`src/rtl/mode_sequencer.sv`:
```
// ---------------------------------------------------------------------------
// mode_sequencer
//
// Small multi-mode sequencer built around a data register y, a step counter
// s and a sticky overflow flag b. An idle controller samples a 2-bit mode
// request and runs one of three modes to completion before accepting the
// next request:
//   load      : y <= x, then s <= y[SW-1:0]
//   count     : s counts down while start is high; y increments each time
//               s underflows, and b latches a y wrap-around
//   enumerate : after start falls, emit ENUM_START, ENUM_START-ENUM_STEP, ...
//               each value held HOLD cycles, while active is high
//
// Ports
//   clk     in   1   clock, rising edge
//   rst     in   1   synchronous active-high reset
//   x       in   W   load data
//   on      in   2   mode request (0 none, 1 enumerate, 2 count, 3 load)
//   start   in   1   mode qualifier, level-sensitive
//   y       out  W   data register
//   s       out  SW  step counter
//   b       out  1   sticky overflow flag (cleared on each mode entry)
//   regime  out  2   current mode code, 0 when idle
//   active  out  1   high while enumerate is emitting values
//   busy    out  1   combinational, high whenever not idle
//   done    out  1   one-cycle pulse on return to idle
// ---------------------------------------------------------------------------
module mode_sequencer #(
    parameter int W          = 8,
    parameter int SW         = 3,
    parameter int ENUM_START = 6,
    parameter int ENUM_STEP  = 2,
    parameter int HOLD       = 2
) (
    input  logic          clk,
    input  logic          rst,
    input  logic [W-1:0]  x,
    input  logic [1:0]    on,
    input  logic          start,
    output logic [W-1:0]  y,
    output logic [SW-1:0] s,
    output logic          b,
    output logic [1:0]    regime,
    output logic          active,
    output logic          busy,
    output logic          done
);

    // Hold counter only ever holds HOLD-1 down to 0.
    localparam int HW = (HOLD > 1) ? $clog2(HOLD) : 1;

    localparam logic [HW-1:0] HOLD_M1 = HW'(HOLD - 1);
    localparam logic [SW-1:0] START_V = SW'(ENUM_START);
    localparam logic [SW-1:0] STEP_V  = SW'(ENUM_STEP);

    localparam logic [1:0] RG_IDLE  = 2'd0;
    localparam logic [1:0] RG_ENUM  = 2'd1;
    localparam logic [1:0] RG_COUNT = 2'd2;
    localparam logic [1:0] RG_LOAD  = 2'd3;

    typedef enum logic [2:0] {
        IDLE,
        LOAD0,
        LOAD1,
        COUNT,
        ENUM_WAIT,
        ENUM_RUN
    } state_t;

    state_t        state;
    logic [HW-1:0] hold;
    logic          can_step;

    // Compared at 32 bits so an ENUM_STEP wider than s simply never steps.
    assign can_step = (int'(s) >= ENUM_STEP);

    assign busy = (state != IDLE);

    always_ff @(posedge clk) begin
        if (rst) begin
            state  <= IDLE;
            y      <= '0;
            s      <= '0;
            b      <= 1'b0;
            regime <= RG_IDLE;
            active <= 1'b0;
            done   <= 1'b0;
            hold   <= '0;
        end else begin
            done <= 1'b0;
            case (state)
                IDLE: begin
                    // Mode request is only looked at here; every entry
                    // clears the sticky overflow flag.
                    case (on)
                        2'd3: begin
                            state  <= LOAD0;
                            regime <= RG_LOAD;
                            b      <= 1'b0;
                        end
                        2'd2: begin
                            state  <= COUNT;
                            regime <= RG_COUNT;
                            b      <= 1'b0;
                        end
                        2'd1: begin
                            state  <= ENUM_WAIT;
                            regime <= RG_ENUM;
                            b      <= 1'b0;
                        end
                        default: ;
                    endcase
                end

                LOAD0: begin
                    y     <= x;
                    state <= LOAD1;
                end

                LOAD1: begin
                    s      <= y[SW-1:0];
                    state  <= IDLE;
                    regime <= RG_IDLE;
                    done   <= 1'b1;
                end

                COUNT: begin
                    if (start) begin
                        s <= s - SW'(1);
                        // s underflow carries into y; y wrapping sets b.
                        if (s == '0) begin
                            y <= y + W'(1);
                            if (&y) b <= 1'b1;
                        end
                    end else begin
                        state  <= IDLE;
                        regime <= RG_IDLE;
                        done   <= 1'b1;
                    end
                end

                ENUM_WAIT: begin
                    if (!start) begin
                        s      <= START_V;
                        active <= 1'b1;
                        hold   <= HOLD_M1;
                        state  <= ENUM_RUN;
                    end
                end

                ENUM_RUN: begin
                    if (hold != '0) begin
                        hold <= hold - HW'(1);
                    end else if (can_step) begin
                        s    <= s - STEP_V;
                        hold <= HOLD_M1;
                    end else begin
                        // Last value stays on s after the run ends.
                        state  <= IDLE;
                        regime <= RG_IDLE;
                        active <= 1'b0;
                        done   <= 1'b1;
                    end
                end

                default: begin
                    state  <= IDLE;
                    regime <= RG_IDLE;
                    active <= 1'b0;
                end
            endcase
        end
    end

endmodule

```
`config.mk`:
```
export PLATFORM = sky130hd
export DESIGN_NAME = mode_sequencer
export DESIGN_NICKNAME = d
export VERILOG_FILES = /design/src/rtl/mode_sequencer.sv
export SDC_FILE = /design/constraint.sdc
export NUM_CORES = 1
export LEC_CHECK = 0
export CAP_MARGIN = 20
export CORE_AREA = 2 2 71 46
export DETAILED_ROUTE_END_ITERATION = 8
export DIE_AREA = 0 0 73 48
export GPL_ROUTABILITY_DRIVEN = 0
export MAX_ROUTING_LAYER = met4
export PLACE_DENSITY = 0.81
export SYNTH_ARGS = -nofsm -noshare
export SYNTH_HDL_FRONTEND = slang
export SYNTH_SLANG_ARGS = --single-unit
```
`constraint.sdc`:
```
create_clock -name clk -period 2.1 [get_ports clk]
set_input_delay 0.21 -clock clk [delete_from_list [all_inputs] [get_ports clk]]
set_output_delay 0.21 -clock clk [all_outputs]
set_load 0.01 [all_outputs]
```
==> run metrics, run 1 <==
Die Ht 48 microns; R2R Path Start state[1]$_SDFFE_PP0P_; post-cts sizing count 0; met2 Resource Use GR 31.35%; drt initial violations 77; period utilization 92.70%; CP top delay family flip-flops; dpl hpwl 2586 microns; Post-synth EDFFs 0; total CTS buffers 3; Post-CTS Setup Bufs 0; worst-skew pair later-pin latency 0.26 ns; RSZ-0062 raised after global routing no; CTS sink cnt 20; GR peak layer met2; Worst EP required 1.89 ns; dpl ws 0.08972 ns; # diodes 0; H-tree depth 1; setup_tns 0 ns; final setup vio count 0; met1 Use GR 28.93%; Reg-to-Reg End s[1]$_SDFFE_PP0P_; R2R Setup Slk 0.26 ns; first-pass GRT wire length 5430 microns; largest net degree at the start of global routing 15; Fin Clk Skew 0.004034 ns; initial antenna violation count 0; post-synth net total 195; Design Power 1.134 mW; number of I/O pins 30; root buf cell clkbuf_8; antenna-violating nets left 0; top post-synthesis cells by area dfxtp_1 (29%), ha_1 (11%), a21oi_1 (6.1%); worst path bufs/invs 1; internal power 0.7497 mW; Total Wirelength 3411 microns; Initial Util 49.53%; combinational power share 35.3%; post-route cell area 1727 sq um; FF/Latch Area 400.4 sq um; M3 GR Usage 5.684%; Psw 0.3846 mW; area grow syn2layout 24.66%; Reg2Reg Depth 5; final setup margin 0.1534 ns; area of the die 3504 sq um; vias in the first global route 1169; Post-synth top flop dfxtp_1; Post-synth ARST share 0%; sequential share of power 42.5%; most frequent cell after synthesis dfxtp_1; drt via density 5.882; area leader, netlist dfxtp_1; Max clock buf depth 2; f_max 513.7 MHz; cells along the critical path or3_1 > clkdlybuf4s50_1; Leakage 0.6596 nW; TritonCTS clock tree done; status finished, final reports clean; Hold Slack 0.4739 ns; share of cells above drive strength 1 6.667%; Total GRT Usage 21.15%; max incr delay on CP 0.63 ns; total core area 2796 sq um; arrival time at the worst endpoint 1.74 ns; CTS Hold Bufs 0; Unique masters post-synth 43; cell count after synthesis 170; total grt overflow 0; type of the tightest min-delay check flip-flop to flip-flop; slowest cell on the critical path dfxtp_1; nets@finish 222; DR vias 1347; critical path startpoint category flip-flop; worst hold path endpoint regime[1]$_SDFFE_PP0P_; Final Hold Viols 0; area of the multi-input gates 877.1 sq um; Synth top cells by count dfxtp_1 (20), a21oi_1 (17), nor2_1 (16); Pre-antenna DRT Iters 4; dpl cell area 1685 sq um; Critical Path Sink Type output pin; fin crit period 1.947 ns; switching fraction of total power 33.91%; maximum VDD drop 0.0003427 V; synth warn 0; fillers 229; critical path fanouts, max 12; port bufs 29; worst-margin pin slew 0.5440 ns; post-route DRC violation count 0; Max Cap Viol 0; WL/cell 14.90 microns; slew margin rel. 63.62%; Mapped Avg Cell Area 8.148 sq um; post-synth top area share 28.91%; final slew viol count 0; Die W 73 microns; hold depth 2; Hold Startpoint regime[1]$_SDFFE_PP0P_; Reg clk slew, reported paths 0.07 ns; num rows 15; Pwr per Cell Area 656.9 nW/um^2; post-synthesis sequential area ratio 28.91%; kind of critical path flip-flop to output pin; FF+latch count, synth 20; clock share of power 22.1%; mapped cell area 1385 sq um
## sequential cells by signal (all words and copies together), names as in the netlist
signal and flops:
y 8, s 3, state 3, regime 2
active 1, b 1, done 1, hold 1
## tightest hold or removal path: cells and delay by family, from the launching register on
kind / cells / cell delay [ns]
flip-flops: 1 / 0.32
AND/OR/NAND/NOR: 1 / 0.06
AO/OA/AOI/OAI: 1 / 0.05
## metal layers
layer	wire length [microns]	up-vias
met5	0	-
met4	12	0
met3	181	2
met2	1487	33
met1	1730	639
li1	-	673
## power groups by stage
stage,Sequential (mW),Combinational [mW],Clock [mW]
floorplan,0.477,0.254,0
global placement,0.487,0.382,0
detailed placement,0.489,0.396,0
CTS,0.481,0.399,0.254
global route,0.491,0.438,0.274
finish,0.482,0.401,0.251
## final cells by class
| class | instances | area share, % |
|---|---|---|
| clock buffer | 3 | 2.391 |
| inverter | 10 | 2.174 |
| multi-input combinational | 128 | 50.80 |
| sequential | 20 | 23.19 |
| tap | 34 | 2.464 |
| timing repair buffer | 34 | 18.99 |
## worst max-delay path by stage
stage               depth (start not counted)                endpoint             startpoint
finish                                      2                    busy  state[1]$_SDFFE_PP0P_
CTS                                         2                    busy  state[1]$_SDFFE_PP0P_
global placement                            7  regime[1]$_SDFFE_PP0P_                  on[1]
detailed placement                          7  regime[0]$_SDFFE_PP0P_                  on[0]
global route                                2                    busy  state[1]$_SDFFE_PP0P_
floorplan                                   6       s[1]$_SDFFE_PP0P_      s[1]$_SDFFE_PP0P_
## stage by stage
stage / cells / utilization [%]
2_1_floorplan: 170 / -
5_1_grt: 229 / 61.75
4_1_cts: 229 / 61.75
3_5_place_dp: 226 / 60.27
3_3_place_gp: 226 / 60.27
6_report: 229 / 61.75
## kinds of logic after synthesis
kind of cell / synth area share (%)
buf+inv: 7.769
mux: 2.258
compound gates: 26.20
flops: 28.91
fa+ha+maj: 10.84
simple gates: 24.03
## cells in the final DEF, fill, tap and decap left out, types with 4 or more instances in the layout
master	n
nor2_1	16
nand4_1	4
nand2_1	12
a21oi_1	17
o21ai_0	9
dfxtp_1	20
ha_1	12
inv_1	10
nand2b_1	4
clkdlybuf4s50_1	29
buf_4	5
nand3_1	5
Power figures use the tool's default switching activity.
==> run 2: changes to the inputs <==
- clock period: 2.1 -> 2.2 ns (I/O delays scaled with it)
==> run 2 against run 1 <==
- critical endpoint unchanged
- die area is the same
- critical path depth did not move
- combinational power is 3% lower
- first-iteration DRC count increased by 120%
- largest cell class unchanged
- cell area unchanged
- via count is 3.2% higher
- highest routed layer unchanged
- cell count is the same
- clock power is 6% lower
- worst setup slack better by 0.10 ns
==> run metrics, run 2 (same netlist as run 1, synthesis figures left out) <==
final setup vio count 0 (unchanged); slew margin rel. 63.84% (+0.21 points); CTS Hold Bufs 0 (unchanged); status finished, final reports clean; drt via density 6.070 (+3.2%); Non-Filler Instances 229 (unchanged); Total Wirelength 3632 microns (+6.5%); critical path startpoint category flip-flop; post-cts sizing count 0 (unchanged); final slew viol count 0 (unchanged); Leakage 0.6596 nW (unchanged); type of the tightest min-delay check flip-flop to flip-flop; clock share of power 21.8% (-0.3 points); total core area 2796 sq um (unchanged); dpl cell area 1685 sq um (unchanged); initial antenna violation count 0 (unchanged); Initial Util 49.53% (unchanged); worst-margin pin slew 0.5408 ns (-0.003207 ns); total grt overflow 0 (unchanged); largest net degree at the start of global routing 16 (+1); Total GRT Usage 22.71% (+1.6 points); maximum VDD drop 0.0002838 V (-17%); Die W 73 microns (unchanged); WL/cell 15.86 microns (+6.5%); Finished Core Util 61.75% (unchanged); internal power 0.7160 mW (-4.5%); RSZ-0062 raised after global routing no; DR vias 1390 (+3.2%); area of the die 3504 sq um (unchanged); max reg flops 8 (unchanged); TritonCTS clock tree done; Pwr per Cell Area 627.6 nW/um^2 (-4.5%); # diodes 0 (unchanged); most common cell after layout, fill and taps aside clkdlybuf4s50_1; CTS sink cnt 20 (unchanged); vias in the first global route 1233 (+5.5%); port bufs 29 (unchanged); Hold Startpoint regime[1]$_SDFFE_PP0P_; nets@finish 222 (unchanged); Final Hold Viols 0 (unchanged); Reg-to-Reg End s[2]$_SDFFE_PP0P_; Critical Path Sink Type output pin; Post-CTS Setup Bufs 0 (unchanged); R2R Path Start state[1]$_SDFFE_PP0P_; Reg clk slew, reported paths 0.07 ns (about the same); most frequent cells in the layout clkdlybuf4s50_1 (29), dfxtp_1 (20), a21oi_1 (17); Max Cap Viol 0 (unchanged); final setup margin 0.2570 ns (+0.1036 ns); placed cells 226 (unchanged); setup_tns 0 ns (unchanged); Worst EP required 1.98 ns (+0.09 ns); Reg2Reg Depth 5 (unchanged); worst-skew pair later-pin latency 0.25 ns (about the same); post-route DRC violation count 0 (unchanged); kind of critical path flip-flop to output pin; Pre-antenna DRT Iters 4 (unchanged); Max clock buf depth 2 (unchanged); root buf cell clkbuf_8; total CTS buffers 3 (unchanged); antenna-violating nets left 0 (unchanged); num rows 15 (unchanged); arrival time at the worst endpoint 1.72 ns (-0.02 ns); H-tree depth 1 (unchanged); first-pass GRT wire length 5782 microns (+6.5%); Psw 0.3677 mW (-4.4%); sequential share of power 42.3% (-0.2 points); Fin Clk Skew 0.001996 ns (-0.002039 ns); period utilization 88.32%; area grow syn2layout 24.66% (unchanged); fin crit period 1.943 ns; worst hold path endpoint regime[1]$_SDFFE_PP0P_; Die Ht 48 microns (unchanged); hold depth 2 (unchanged); dpl hpwl 2768 microns (+7.0%); fillers 255 (+11%); post-route cell area 1727 sq um (unchanged); top flop regs y (8), s (3), state (3); R2R Setup Slk 0.40 ns (+0.14 ns); share of cells above drive strength 1 6.667% (unchanged); combinational power share 35.9% (+0.6 points); Largest Register y; drt initial violations 168 (+120%); f_max 514.7 MHz; switching fraction of total power 33.93% (about the same); dpl ws 0.1435 ns (+0.05378 ns); critical path fanouts, max 12 (unchanged); number of I/O pins 30 (unchanged)
run 2: cell counts in the layout (fill, tap and decap cells not counted):
No cell type changed its count.
run 2: metrics by stage:
stage	hold WS, ns	power (mW)
5_1_grt	0.5076	1.149
2_1_floorplan	0.3826	0.6977
3_3_place_gp	0.4528	0.8296
6_report	0.4648	1.084
4_1_cts	0.4702	1.086
3_5_place_dp	0.4592	0.8497
run 2: power by group through the flow:
stage	Clock [mW]	Sequential, mW	Combinational [mW]
after detailed placement	0	0.465	0.385
after global placement	0	0.461	0.369
after floorplan	0	0.455	0.243
final	0.237	0.458	0.389
after global routing	0.258	0.464	0.427
after CTS	0.243	0.456	0.387
run 2: worst max-delay path by stage:
stage	cells past startpoint	endpoint	startpoint	slack [ns]
2_1_floorplan	6	s[1]$_SDFFE_PP0P_	s[1]$_SDFFE_PP0P_	0.65
3_3_place_gp	7	regime[1]$_SDFFE_PP0P_	on[1]	0.25
3_5_place_dp	7	regime[0]$_SDFFE_PP0P_	on[1]	0.14
4_1_cts	2	busy	state[0]$_SDFFE_PP0P_	0.28
5_1_grt	2	busy	state[0]$_SDFFE_PP0P_	0.21
6_report	2	busy	state[0]$_SDFFE_PP0P_	0.26
run 2: worst max-delay path: stages (launching register included):
cell	delay, ns
dfxtp_1	0.46
or3_1	0.49
clkdlybuf4s50_1	0.51
run 2: layout make-up:
cell class | count | area (sq um) | area share (%)
Timing Repair Buffer | 34 | 327.8 | 18.99
Inverter | 10 | 37.54 | 2.174
Clock buffer | 3 | 41.29 | 2.391
Tap cell | 34 | 42.54 | 2.464
Multi-Input combinational cell | 128 | 877.1 | 50.80
Sequential cell | 20 | 400.4 | 23.19
run 2: layer usage:
layer  vias to the layer above  track usage, %  part of all wire, %
met5                         -               -                    0
met4                         0           5.556                 0.52
met3                         2           4.421                  5.6
met2                        50           36.76                   48
met1                       663           29.65                   46
li1                        675               -                    -
==> run 3: changes to the inputs <==
==> constraint.sdc (replaced) <==
create_clock -name clk -period 2.2 [get_ports clk]
set_input_delay 0.44 -clock clk [delete_from_list [all_inputs] [get_ports clk]]
set_output_delay 0.44 -clock clk [all_outputs]
set_load 0.01 [all_outputs]
==> run 3 against run 2 <==
- register-to-register slack got worse by 0.09 ns
- worst hold slack worse by 0.0031 ns
- non-clock buffer count increased by 1
- critical endpoint unchanged
- sequential share of layout area is 0.17 points lower
- critical path depth stayed put
- sequential cell count did not move
- combinational power rose by 4%
- wire length shrank 2.6%
- clock skew grew 0.0022 ns
- clock power about the same
- clock-buffer cell count unchanged
==> run metrics, run 3 (same netlist as run 1, synthesis figures left out) <==
status finished, final reports clean; TritonCTS clock tree done; CTS sink cnt 20 (unchanged); Largest Register y; first-pass GRT wire length 5416 microns (-6.3%); most frequent cells in the layout clkdlybuf4s50_1 (29), dfxtp_1 (20), a21oi_1 (17); critical path startpoint category flip-flop; Pre-antenna DRT Iters 4 (unchanged); Max clock buf depth 2 (unchanged); Total Wirelength 3538 microns (-2.6%); top flop regs y (8), s (3), state (3); Initial Util 49.53% (unchanged); max reg flops 8 (unchanged); Pwr per Cell Area 628.4 nW/um^2 (+0.12%); placed cells 227 (+0.44%); combinational power share 37.1% (+1.2 points); Final Hold Viols 0 (unchanged); area grow syn2layout 25.56%; final slew viol count 0 (unchanged); slew margin rel. 70.15% (+6.3 points); root buf cell clkbuf_8; Die Ht 48 microns (unchanged); worst-margin pin slew 0.4471 ns (-0.09364 ns); Max Cap Viol 0 (unchanged); setup_tns 0 ns (unchanged); Critical Path Sink Type output pin; Leakage 0.6646 nW (+0.76%); num rows 15 (unchanged); initial antenna violation count 0 (unchanged); Psw 0.3707 mW (+0.81%); DR vias 1375 (-1.1%); drt initial violations 152 (-9.5%); # diodes 0 (unchanged); RSZ-0062 raised after global routing no; period utilization 96.69% (+8.4 points); Total GRT Usage 21.10% (-1.6 points); clock share of power 21.9% (about the same); nets@finish 223 (+0.45%); Fin Clk Skew 0.004244 ns (+0.002249 ns); port bufs 29 (unchanged); f_max 470.1 MHz (-8.7%); share of cells above drive strength 1 7.653% (+0.99 points); sequential share of power 41.0% (-1.3 points); Non-Filler Instances 230 (+0.44%); Worst EP required 1.76 ns (-0.22 ns); critical path fanouts, max 14 (+2); largest net degree at the start of global routing 22 (+6); kind of critical path flip-flop to output pin; dpl hpwl 2610 microns (-5.7%); number of I/O pins 30 (unchanged); area of the die 3504 sq um (unchanged); CTS Hold Bufs 0 (unchanged); worst-skew pair later-pin latency 0.26 ns (about the same); vias in the first global route 1197 (-2.9%); fin crit period 2.127 ns (+0.1842 ns); drt via density 5.978 (-1.5%); total core area 2796 sq um (unchanged); antenna-violating nets left 0 (unchanged); Post-CTS Setup Bufs 0 (unchanged); total CTS buffers 3 (unchanged); WL/cell 15.38 microns (-3.0%); maximum VDD drop 0.0002974 V (+4.8%); internal power 0.7222 mW (+0.86%); H-tree depth 1 (unchanged); Hold Slack 0.4618 ns (-0.003055 ns); most common cell after layout, fill and taps aside clkdlybuf4s50_1; switching fraction of total power 33.92% (about the same); Reg clk slew, reported paths 0.07 ns (about the same); fillers 238 (-6.7%); post-cts sizing count 0 (unchanged); arrival time at the worst endpoint 1.69 ns (-0.03 ns); Die W 73 microns (unchanged); total grt overflow 0 (unchanged); final setup vio count 0 (unchanged); post-route DRC violation count 0 (unchanged); type of the tightest min-delay check flip-flop to flip-flop
[run 3: changes by cell type in the layout (fill, tap and decap cells not counted), sizes merged]
cell  delta
buf      +1
[run 3: layer usage]
metal | vias up | track usage [%] | routed length [microns]
li1 | 678 | - | -
met1 | 637 | 26.50 | 1626
met2 | 52 | 31.53 | 1603
met3 | 8 | 7.579 | 262
met4 | 0 | 7.407 | 46
met5 | - | - | 0
[run 3: through the flow]
stage,utilization [%],power [mW],setup WS [ns],instance area (sq um)
6_report,62.19,1.093,0.07275,1739
5_1_grt,62.19,1.152,0.01941,1739
4_1_cts,62.01,1.091,0.03447,1734
3_5_place_dp,60.54,0.8485,0.01962,1693
3_3_place_gp,60.54,0.8311,0.08672,1693
2_1_floorplan,-,0.6977,0.6091,1385
[run 3: final timing paths]
kind / start / endpoint / slack [ns] / cells after the start
worst min register to register: regime[0]$_SDFFE_PP0P_ / regime[0]$_SDFFE_PP0P_ / 0.46 / 2
worst max register to register: state[1]$_SDFFE_PP0P_ / s[1]$_SDFFE_PP0P_ / 0.31 / 6
worst min-delay path: regime[0]$_SDFFE_PP0P_ / regime[0]$_SDFFE_PP0P_ / 0.46 / 2
worst max-delay path: state[2]$_SDFFE_PP0P_ / busy / 0.07 / 2
[run 3: area by class of cell]
class,instances,area [sq um],area share [%]
Clock buffer,3,41.29,2.374
Multi-Input combinational cell,128,882.1,50.72
Sequential cell,20,400.4,23.02
Tap cell,34,42.54,2.446
Inverter,10,37.54,2.158
Timing Repair Buffer,35,335.3,19.28
[run 3: worst max-delay path, cell delays in order, from the launching register on]
cell             delay [ns]
dfxtp_1                0.45
or3_4                  0.48
clkdlybuf4s50_1        0.50
[run 3: power groups by stage]
stage	Combinational, mW	Clock (mW)	Sequential (mW)
finish	0.406	0.239	0.448
global route	0.441	0.258	0.454
floorplan	0.243	0	0.455
CTS	0.399	0.246	0.447
detailed placement	0.395	0	0.454
global placement	0.379	0	0.452
